===== src/rtl/debug_trace_serializer_if.sv =====
// debug_trace_serializer_if: commit-trace record type plus the bus bundle between
// the commit-side debug capture logic and the serializer.
//   debug_bus1/debug_bus2 : older/younger committed records of one cycle
//   trace_stall           : commit must not retire this cycle
//   trace_overflow        : sticky, a valid record was dropped
//   debug_wb_*            : single-record writeback trace towards the SoC pins
//   debug_commit_cnt      : records emitted since reset
package debug_trace_pkg;
    typedef struct packed {
        logic        valid;
        logic [31:0] pc;
        logic [4:0]  dest;
        logic        phy_dest;
        logic [3:0]  wstrb;
        logic [31:0] wdata;
    } debug_bus_t;
endpackage

interface debug_trace_serializer_if;
    import debug_trace_pkg::*;
    debug_bus_t  debug_bus1;
    debug_bus_t  debug_bus2;
    logic        trace_stall;
    logic        trace_overflow;
    logic        debug_wb_valid;
    logic [31:0] debug_wb_pc;
    logic [3:0]  debug_wb_rf_wen;
    logic [4:0]  debug_wb_rf_wnum;
    logic [31:0] debug_wb_rf_wdata;
    logic [31:0] debug_commit_cnt;
    modport master (
        output debug_bus1, debug_bus2,
        input  trace_stall, trace_overflow, debug_wb_valid, debug_wb_pc,
               debug_wb_rf_wen, debug_wb_rf_wnum, debug_wb_rf_wdata, debug_commit_cnt
    );
    modport slave (
        input  debug_bus1, debug_bus2,
        output trace_stall, trace_overflow, debug_wb_valid, debug_wb_pc,
               debug_wb_rf_wen, debug_wb_rf_wnum, debug_wb_rf_wdata, debug_commit_cnt
    );
endinterface


===== src/rtl/debug_trace_serializer.sv =====
// debug_trace_serializer: folds the two-wide commit trace into a one-record-per-cycle
// writeback trace through a DEPTH-entry FIFO, preserving program order.
//   clk   : core clock
//   reset : asynchronous active-high, clears all state
//   bus   : slave side of debug_trace_serializer_if (commit records in, trace out)
module debug_trace_serializer
    import debug_trace_pkg::*;
#(
    parameter int DEPTH = 8
) (
    input logic                      clk,
    input logic                      reset,
    debug_trace_serializer_if.slave  bus
);
    localparam int AW = $clog2(DEPTH);

    typedef struct packed {
        logic [31:0] pc;
        logic [3:0]  wen;
        logic [4:0]  wnum;
        logic [31:0] wdata;
    } entry_t;

    entry_t        mem [DEPTH];
    entry_t        e1, e2, head;
    logic [AW-1:0] wp, rp;
    logic [AW:0]   count, room;
    logic          pop, v1, v2, put1, put2, drop;

    // Writes to r0 are not architectural, so they carry no byte enables.
    function automatic entry_t pack(debug_bus_t b);
        return '{pc: b.pc, wen: (b.dest != 5'd0) ? b.wstrb : 4'b0, wnum: b.dest, wdata: b.wdata};
    endfunction

    always_comb begin
        v1 = bus.debug_bus1.valid;
        v2 = bus.debug_bus2.valid;
        pop = count != '0;
        head = mem[rp];
        // Free slots once this cycle's pop has left; pushes never bypass the head.
        room = (AW+1)'(DEPTH) - count + (AW+1)'(pop);
        // First slot takes the oldest valid record, so bus2 is what gets dropped.
        e1 = v1 ? pack(bus.debug_bus1) : pack(bus.debug_bus2);
        e2 = pack(bus.debug_bus2);
        put1 = (v1 | v2) && room != '0;
        put2 = v1 && v2 && room > (AW+1)'(1);
        drop = ((v1 | v2) && !put1) || (v1 && v2 && !put2);
        // Leaves room for the pair already committed when the stall is seen.
        bus.trace_stall = count > (AW+1)'(DEPTH - 4);
    end

    always_ff @(posedge clk) begin
        if (put1) mem[wp] <= e1;
        if (put2) mem[wp + AW'(1)] <= e2;
    end

    always_ff @(posedge clk or posedge reset) begin
        if (reset) begin
            wp                    <= '0;
            rp                    <= '0;
            count                 <= '0;
            bus.trace_overflow    <= 1'b0;
            bus.debug_wb_valid    <= 1'b0;
            bus.debug_wb_pc       <= '0;
            bus.debug_wb_rf_wen   <= '0;
            bus.debug_wb_rf_wnum  <= '0;
            bus.debug_wb_rf_wdata <= '0;
            bus.debug_commit_cnt  <= '0;
        end else begin
            wp    <= wp + AW'(put1) + AW'(put2);
            count <= count + (AW+1)'(put1) + (AW+1)'(put2) - (AW+1)'(pop);
            if (drop) bus.trace_overflow <= 1'b1;
            bus.debug_wb_valid <= pop;
            if (pop) begin
                rp                    <= rp + AW'(1);
                bus.debug_wb_pc       <= head.pc;
                bus.debug_wb_rf_wen   <= head.wen;
                bus.debug_wb_rf_wnum  <= head.wnum;
                bus.debug_wb_rf_wdata <= head.wdata;
                bus.debug_commit_cnt  <= bus.debug_commit_cnt + 32'd1;
            end else begin
                bus.debug_wb_rf_wen   <= '0;
            end
        end
    end
endmodule


===== src/flat_wrapper.sv =====
// flat-port wrapper written by rule: the top's interface ports become plain ports
module debug_trace_serializer_flat import debug_trace_pkg::*;
#(
    parameter int DEPTH = 8
)
  (clk, reset, bus_debug_bus1, bus_debug_bus2, bus_trace_stall, bus_trace_overflow, bus_debug_wb_valid, bus_debug_wb_pc, bus_debug_wb_rf_wen, bus_debug_wb_rf_wnum, bus_debug_wb_rf_wdata, bus_debug_commit_cnt);
  debug_trace_serializer_if bus_i ();
  input logic clk;
  input logic reset;
  input wire logic [$bits(bus_i.debug_bus1)-1:0] bus_debug_bus1;
  input wire logic [$bits(bus_i.debug_bus2)-1:0] bus_debug_bus2;
  output wire logic [$bits(bus_i.trace_stall)-1:0] bus_trace_stall;
  output wire logic [$bits(bus_i.trace_overflow)-1:0] bus_trace_overflow;
  output wire logic [$bits(bus_i.debug_wb_valid)-1:0] bus_debug_wb_valid;
  output wire logic [$bits(bus_i.debug_wb_pc)-1:0] bus_debug_wb_pc;
  output wire logic [$bits(bus_i.debug_wb_rf_wen)-1:0] bus_debug_wb_rf_wen;
  output wire logic [$bits(bus_i.debug_wb_rf_wnum)-1:0] bus_debug_wb_rf_wnum;
  output wire logic [$bits(bus_i.debug_wb_rf_wdata)-1:0] bus_debug_wb_rf_wdata;
  output wire logic [$bits(bus_i.debug_commit_cnt)-1:0] bus_debug_commit_cnt;
  assign bus_i.debug_bus1 = bus_debug_bus1;
  assign bus_i.debug_bus2 = bus_debug_bus2;
  assign bus_trace_stall = bus_i.trace_stall;
  assign bus_trace_overflow = bus_i.trace_overflow;
  assign bus_debug_wb_valid = bus_i.debug_wb_valid;
  assign bus_debug_wb_pc = bus_i.debug_wb_pc;
  assign bus_debug_wb_rf_wen = bus_i.debug_wb_rf_wen;
  assign bus_debug_wb_rf_wnum = bus_i.debug_wb_rf_wnum;
  assign bus_debug_wb_rf_wdata = bus_i.debug_wb_rf_wdata;
  assign bus_debug_commit_cnt = bus_i.debug_commit_cnt;
  debug_trace_serializer #(.DEPTH(DEPTH)) u_core (.clk(clk), .reset(reset), .bus(bus_i));
endmodule

===== config.mk =====
export PLATFORM = sky130hd
export DESIGN_NAME = debug_trace_serializer_flat
export DESIGN_NICKNAME = d
export VERILOG_FILES = /design/src/rtl/debug_trace_serializer_if.sv /design/src/rtl/debug_trace_serializer.sv /design/src/flat_wrapper.sv
export SDC_FILE = /design/constraint.sdc
export NUM_CORES = 1
export LEC_CHECK = 0
export ABC_AREA = 1
export CAP_MARGIN = 40
export CORE_ASPECT_RATIO = 0.9
export CORE_MARGIN = 3
export CORE_UTILIZATION = 45
export DETAILED_ROUTE_END_ITERATION = 16
export HOLD_SLACK_MARGIN = 0.02
export SLEW_MARGIN = 15
export SYNTH_ARGS = -nofsm -noshare
export SYNTH_HDL_FRONTEND = slang
export SYNTH_SLANG_ARGS = --single-unit

===== constraint.sdc =====
create_clock -name clk -period 5.2 [get_ports clk]
set_input_delay 1.04 -clock clk [delete_from_list [all_inputs] [get_ports clk]]
set_output_delay 1.04 -clock clk [all_outputs]
set_load 0.01 [all_outputs]

# After elaboration in Yosys (flattened, before gate mapping)
# Memory sizes are Yosys's and may differ from the RTL's.
# Cells that the tools add are included.
[totals] regBits=117 ram_bits=584 input_bits=152 out_inout_bits=108 word_cells=44 mem_count=1
[memory_table] name="u_core.mem" words=8 width=73 read_ports=1 rd_clocked_by_memory_dff=0 wr=2 line="debug_trace_serializer.sv:24" rtl="entry_t mem [DEPTH];"
[classes] addsub=10 magnitude_cmp=2 n_mux=8 n_bitwise=1 reduce_logical=12
[op_table] operator="two-way mux 73 bit" n=1
[op_table] operator="adder 32 x 1 -> 32 bit, second input constant" n=1
[op_table] operator="adder 4 x 1 -> 4 bit" n=3
[op_table] operator="two-way mux 4 bit" n=3
[op_table] operator="nonzero test 5 bit" n=2
[op_table] operator="nonzero test 4 bit" n=2
[op_table] operator="adder 3 x 1 -> 3 bit" n=2
[op_table] operator="adder 3 x 1 -> 3 bit, second input constant" n=2
[op_table] operator="logical AND 1 bit" n=5
[op_table] operator="greater-than comparator 4 x 1 -> 1 bit, second input constant" n=1
[op_table] operator="greater-than comparator 4 x 3 -> 1 bit, second input constant" n=1
[op_table] operator="two-way mux 1 bit" n=4
[op_table] operator="subtractor 4 x 1 -> 4 bit" n=1
[op_table] operator="subtractor 4 bit, first input constant" n=1
[op_table] operator="zero test 1 bit" n=2
[op_table] operator="logical OR 1 bit" n=1
[op_table] operator="OR 1 bit" n=1

# Depth between registers and ports, before layout
[depth] depth_word=7 mapped_depth=22 depth_no_buf=20

# Worst setup path after synthesis
# No wires, ideal clock.
[synth_timing] path_kind="reg-to-reg" from="reg u_core.count[2]" to="mem u_core.mem[0][0] (netlist bit), enable pin" setup_ns=0.749 t_arrival_ns=3.551 slack_ns=0.900 stages_incl_launch_ff=14 n_path_buf=2 synth_period_minus_slack_ns=4.300 cell_sequence="dfrtp_1 > inv_2 > ha_1 > nand2_1 > inv_2 > clkbuf_1 > ha_1 > inv_2 > ha_1 > nor2_1 > nand2_2 > nand3_1 > clkbuf_1 > nand2_1"
[synth_rtl] element="start, declared" line="debug_trace_serializer.sv:27" rtl="logic [AW:0] count, room;"
[synth_rtl] element="start signal, assigned" line="debug_trace_serializer.sv:71" rtl="count <= count + (AW+1)'(put1) + (AW+1)'(put2) - (AW+1)'(pop);"
[synth_rtl] element="end, declared" line="debug_trace_serializer.sv:24"

==> metrics.md <==
| Metric | Value |
|---|---|
| Status | `completed` |
| Area growth syn-to-layout | `15.3%` |
| Post_cts resized | `0` |
| Largest family of logic cells by synthesized area | `simple AND/OR/NAND/NOR gates` |
| Dpl cells | `5,544` |
| Yosys cell types | `31` |
| Pre-CTS setup slack | `0.974 ns` |
| Post-synth EDFFs | `584` |
| Xor/xnor share of the synthesized area | `0.586%` |
| Post-Synth Simple-Gate Area | `32.4%` |
| Fraction of layout cells with a size suffix above 1 | `5.31%` |
| Die height | `279 µm` |
| Startpoint types | `flop` |
| Worst-Margin Slew | `0.848 ns` |
| Min-Delay Path Class | `reg2reg` |
| Final critical-path share of the clock period | `74.7%` |
| Max-cap violations | `0` |
| Setup Fix Bufs, Post-CTS | `0` |
| Initial core utilization | `45.8%` |
| PwrDens | `606 nW/µm²` |
| Register area share after synthesis | `54.8%` |
| Gpl congestion | `0.838` |
| Clock slew at reported path FFs | `0.06 ns` |
| CP Data Arrival Time | `4.14 ns` |
| Top area cells in the synthesized netlist | `edfxtp_1 (47%), nand2_1 (16%), nand3_1 (10%)` |
| Async S/R FF share, synth | `16.7%` |
| CTS tree | `done` |
| Final hold slack | `0.474 ns` |
| Die Span X | `310 µm` |
| Final number of hold-violating endpoints | `0` |
| DPL Wire Length | `70,000 µm` |
| RSZ-0062 raised after global routing | `false` |
| Seq cells post-synth | `701` |
| Rows | `99` |
| Max VDD drop | `0.501 mV` |
| Die Footprint | `86,500 µm²` |
| IO buf count | `257` |
| Synth Area in Adders | `0.563%` |
| Worst setup path class | `reg2reg` |
| Pleak | `0.0179 µW` |
| Io pins | `260` |
| Setup tns final | `0 ns` |
| Vias per std cell | `5.76` |
| Final Worst Setup Slack | `1.32 ns` |
| Post-synthesis cell area | `37,400 µm²` |
| Post-CTS Hold Fix Bufs | `0` |
| Total number of vias | `32,800` |
| CP top delay family | `simple AND/OR/NAND/NOR gates` |
| Min Tclk post-route | `3.88 ns` |
| DRT Wirelength | `129,000 µm` |
| Num Clock Sinks | `701` |
| Commonest cells after routing, fill and taps aside | `nand2_1 (1,603), nand3_1 (749), edfxtp_1 (584), nor2_1 (543), clkdlybuf4s50_1 (256)` |
| Largest net degree at the start of global routing | `162` |
| Top cell type's share of synthesized area | `46.9%` |
| Global Route Usage Sum | `29.5%` |
| Final setup viols | `0` |
| Multiplexer area fraction after synthesis | `0%` |
| ANT nets after route | `0` |
| DR WL/cell | `22.7 µm` |
| Detailed-route DRC error count | `0` |
| Clock latency on the worst-skew pair | `0.63 ns` |
| Max incr delay on CP | `0.71 ns` |
| Max H-tree Level | `3` |
| Worst Clk Skew | `0.0235 ns` |
| Initial antenna violation count | `3` |
| First-pass iteration count of the detailed router | `6` |
| Initial DRC count | `3,577` |
| CTS max path bufs | `3` |
| Critical Path Fanout Max | `31` |
| Critical path's slowest cell | `dfrtp_1` |
| Grt ovf | `0` |
| Critical Path Sink Type | `flop` |
| F_max | `258 MHz` |
| CP cell instances | `ha_1, xnor2_1, nand2_1, nor2_4, nand3_4, nand2_4, buf_4` |
| Max Slew Vio Count | `0` |
| Worst Path Required | `5.45 ns` |
| Synth Warn # | `0` |
| Clock Root Buffer | `clkbuf_16` |
| Total CTS buffers | `79` |
| Crit path buffers/inverters | `1` |
| Post-Synthesis Cells | `4,547` |
| Avg Synthesized Cell Area | `8.22 µm²` |
| Post-Layout Cell Count | `5,695` |
| First-pass GRT wire length | `194,000 µm` |
| Vias in the first global route | `30,900` |
| Compound-gate portion of the synthesized area | `5.68%` |
| Primary FF master, synth | `edfxtp_1` |
| Power consumption | `26,100 µW` |
| Placeable Area | `81,600 µm²` |
| Nets | `4,735` |
| Area leader, netlist | `edfxtp_1` |
| Commonest non-fill, non-tap cell in the layout | `nand2_1` |
| Syn Nets | `4,714` |
| Max_slew headroom | `43.4%` |
tightest hold or removal path: stages (launching register included):
cell	delay, ns
dfrtp_1	0.34
nand2_1	0.05
nand2_1	0.05
through the flow:
stage / instance area, µm² / util (%)
6_report: 43100 / 52.8
2_1_floorplan: 37400 / -
3_5_place_dp: 40500 / 49.6
3_3_place_gp: 40100 / 49.1
5_1_grt: 43100 / 52.8
4_1_cts: 43000 / 52.7
path summary, 6_finish.rpt:
path	cells past startpoint	end	startpoint	slack, ns
max	7	u_core.mem[3][20]	u_core.wp[0]	1.32
min	2	u_core.bus.debug_wb_rf_wdata[30]	u_core.bus.debug_wb_rf_wdata[30]	0.47
max reg2reg	7	u_core.mem[3][20]	u_core.wp[0]	1.32
min reg2reg	2	u_core.bus.debug_wb_rf_wdata[30]	u_core.bus.debug_wb_rf_wdata[30]	0.47
max in group asynchronous	3	u_core.bus.debug_wb_pc[31]	reset	3.35
min in group asynchronous	2	u_core.bus.debug_wb_pc[22]	reset	0.88
area by class of cell:
type	instances	area, µm²
timing repair buffer	349	3610
fill	7443	38600
clock inverter	22	191
clock buffer	122	2320
tap	1060	1330
antenna	4	10.0
multi-input combinational	3383	14900
sequential	701	20500
inverter	54	239
kinds of logic (layout without fill, tap and decap cells):
kind of cell / Yosys count / in the layout
AOI/OAI and AO/OA: 388 / 388
xor gates and xnor gates: 25 / 25
adders and majority gates: 15 / 15
buffers and inverters: 463 / 547
DFF: 701 / 701
other: 0 / 4
and+or+nand+nor: 2955 / 2955
Yosys cell counts, types with 7 or more instances:
master and n:
nor2_1 551, buf_4 33, clkbuf_1 142, nand2_1 1612, inv_2 7, o21ai_1 93, nor3_1 13, o21ai_0 217
inv_1 45, ha_1 12, buf_6 16, dfrtp_1 117, o211ai_1 69, nand3_1 757, xor2_1 12, edfxtp_1 584
nand4_1 13, buf_2 202, xnor2_1 13, buf_1 16
registers in the layout (all words and copies together) (netlist names):
signal and count:
u_core.bus.debug_wb_valid 1, u_core.bus.debug_commit_cnt 32, u_core.wp 3, u_core.bus.debug_wb_rf_wen 4
u_core.rp 3, u_core.bus.debug_wb_rf_wnum 5, u_core.bus.trace_overflow 1, u_core.bus.debug_wb_pc 32
u_core.mem 584, u_core.bus.debug_wb_rf_wdata 32, u_core.count 4
metal layers:
layer  GRT usage [%]  wire, µm
met1            41.1     53400
met2            47.1     60300
met3            4.66     11700
met4            10.1      3970
met5               0         0
power breakdown:
part	internal [µW]	total (µW)	switching [µW]
sequential	8430	9210	777
combinational	3200	11300	8140
clock	3220	5540	2320
No activity file was read; power rests on OpenSTA's default activity.
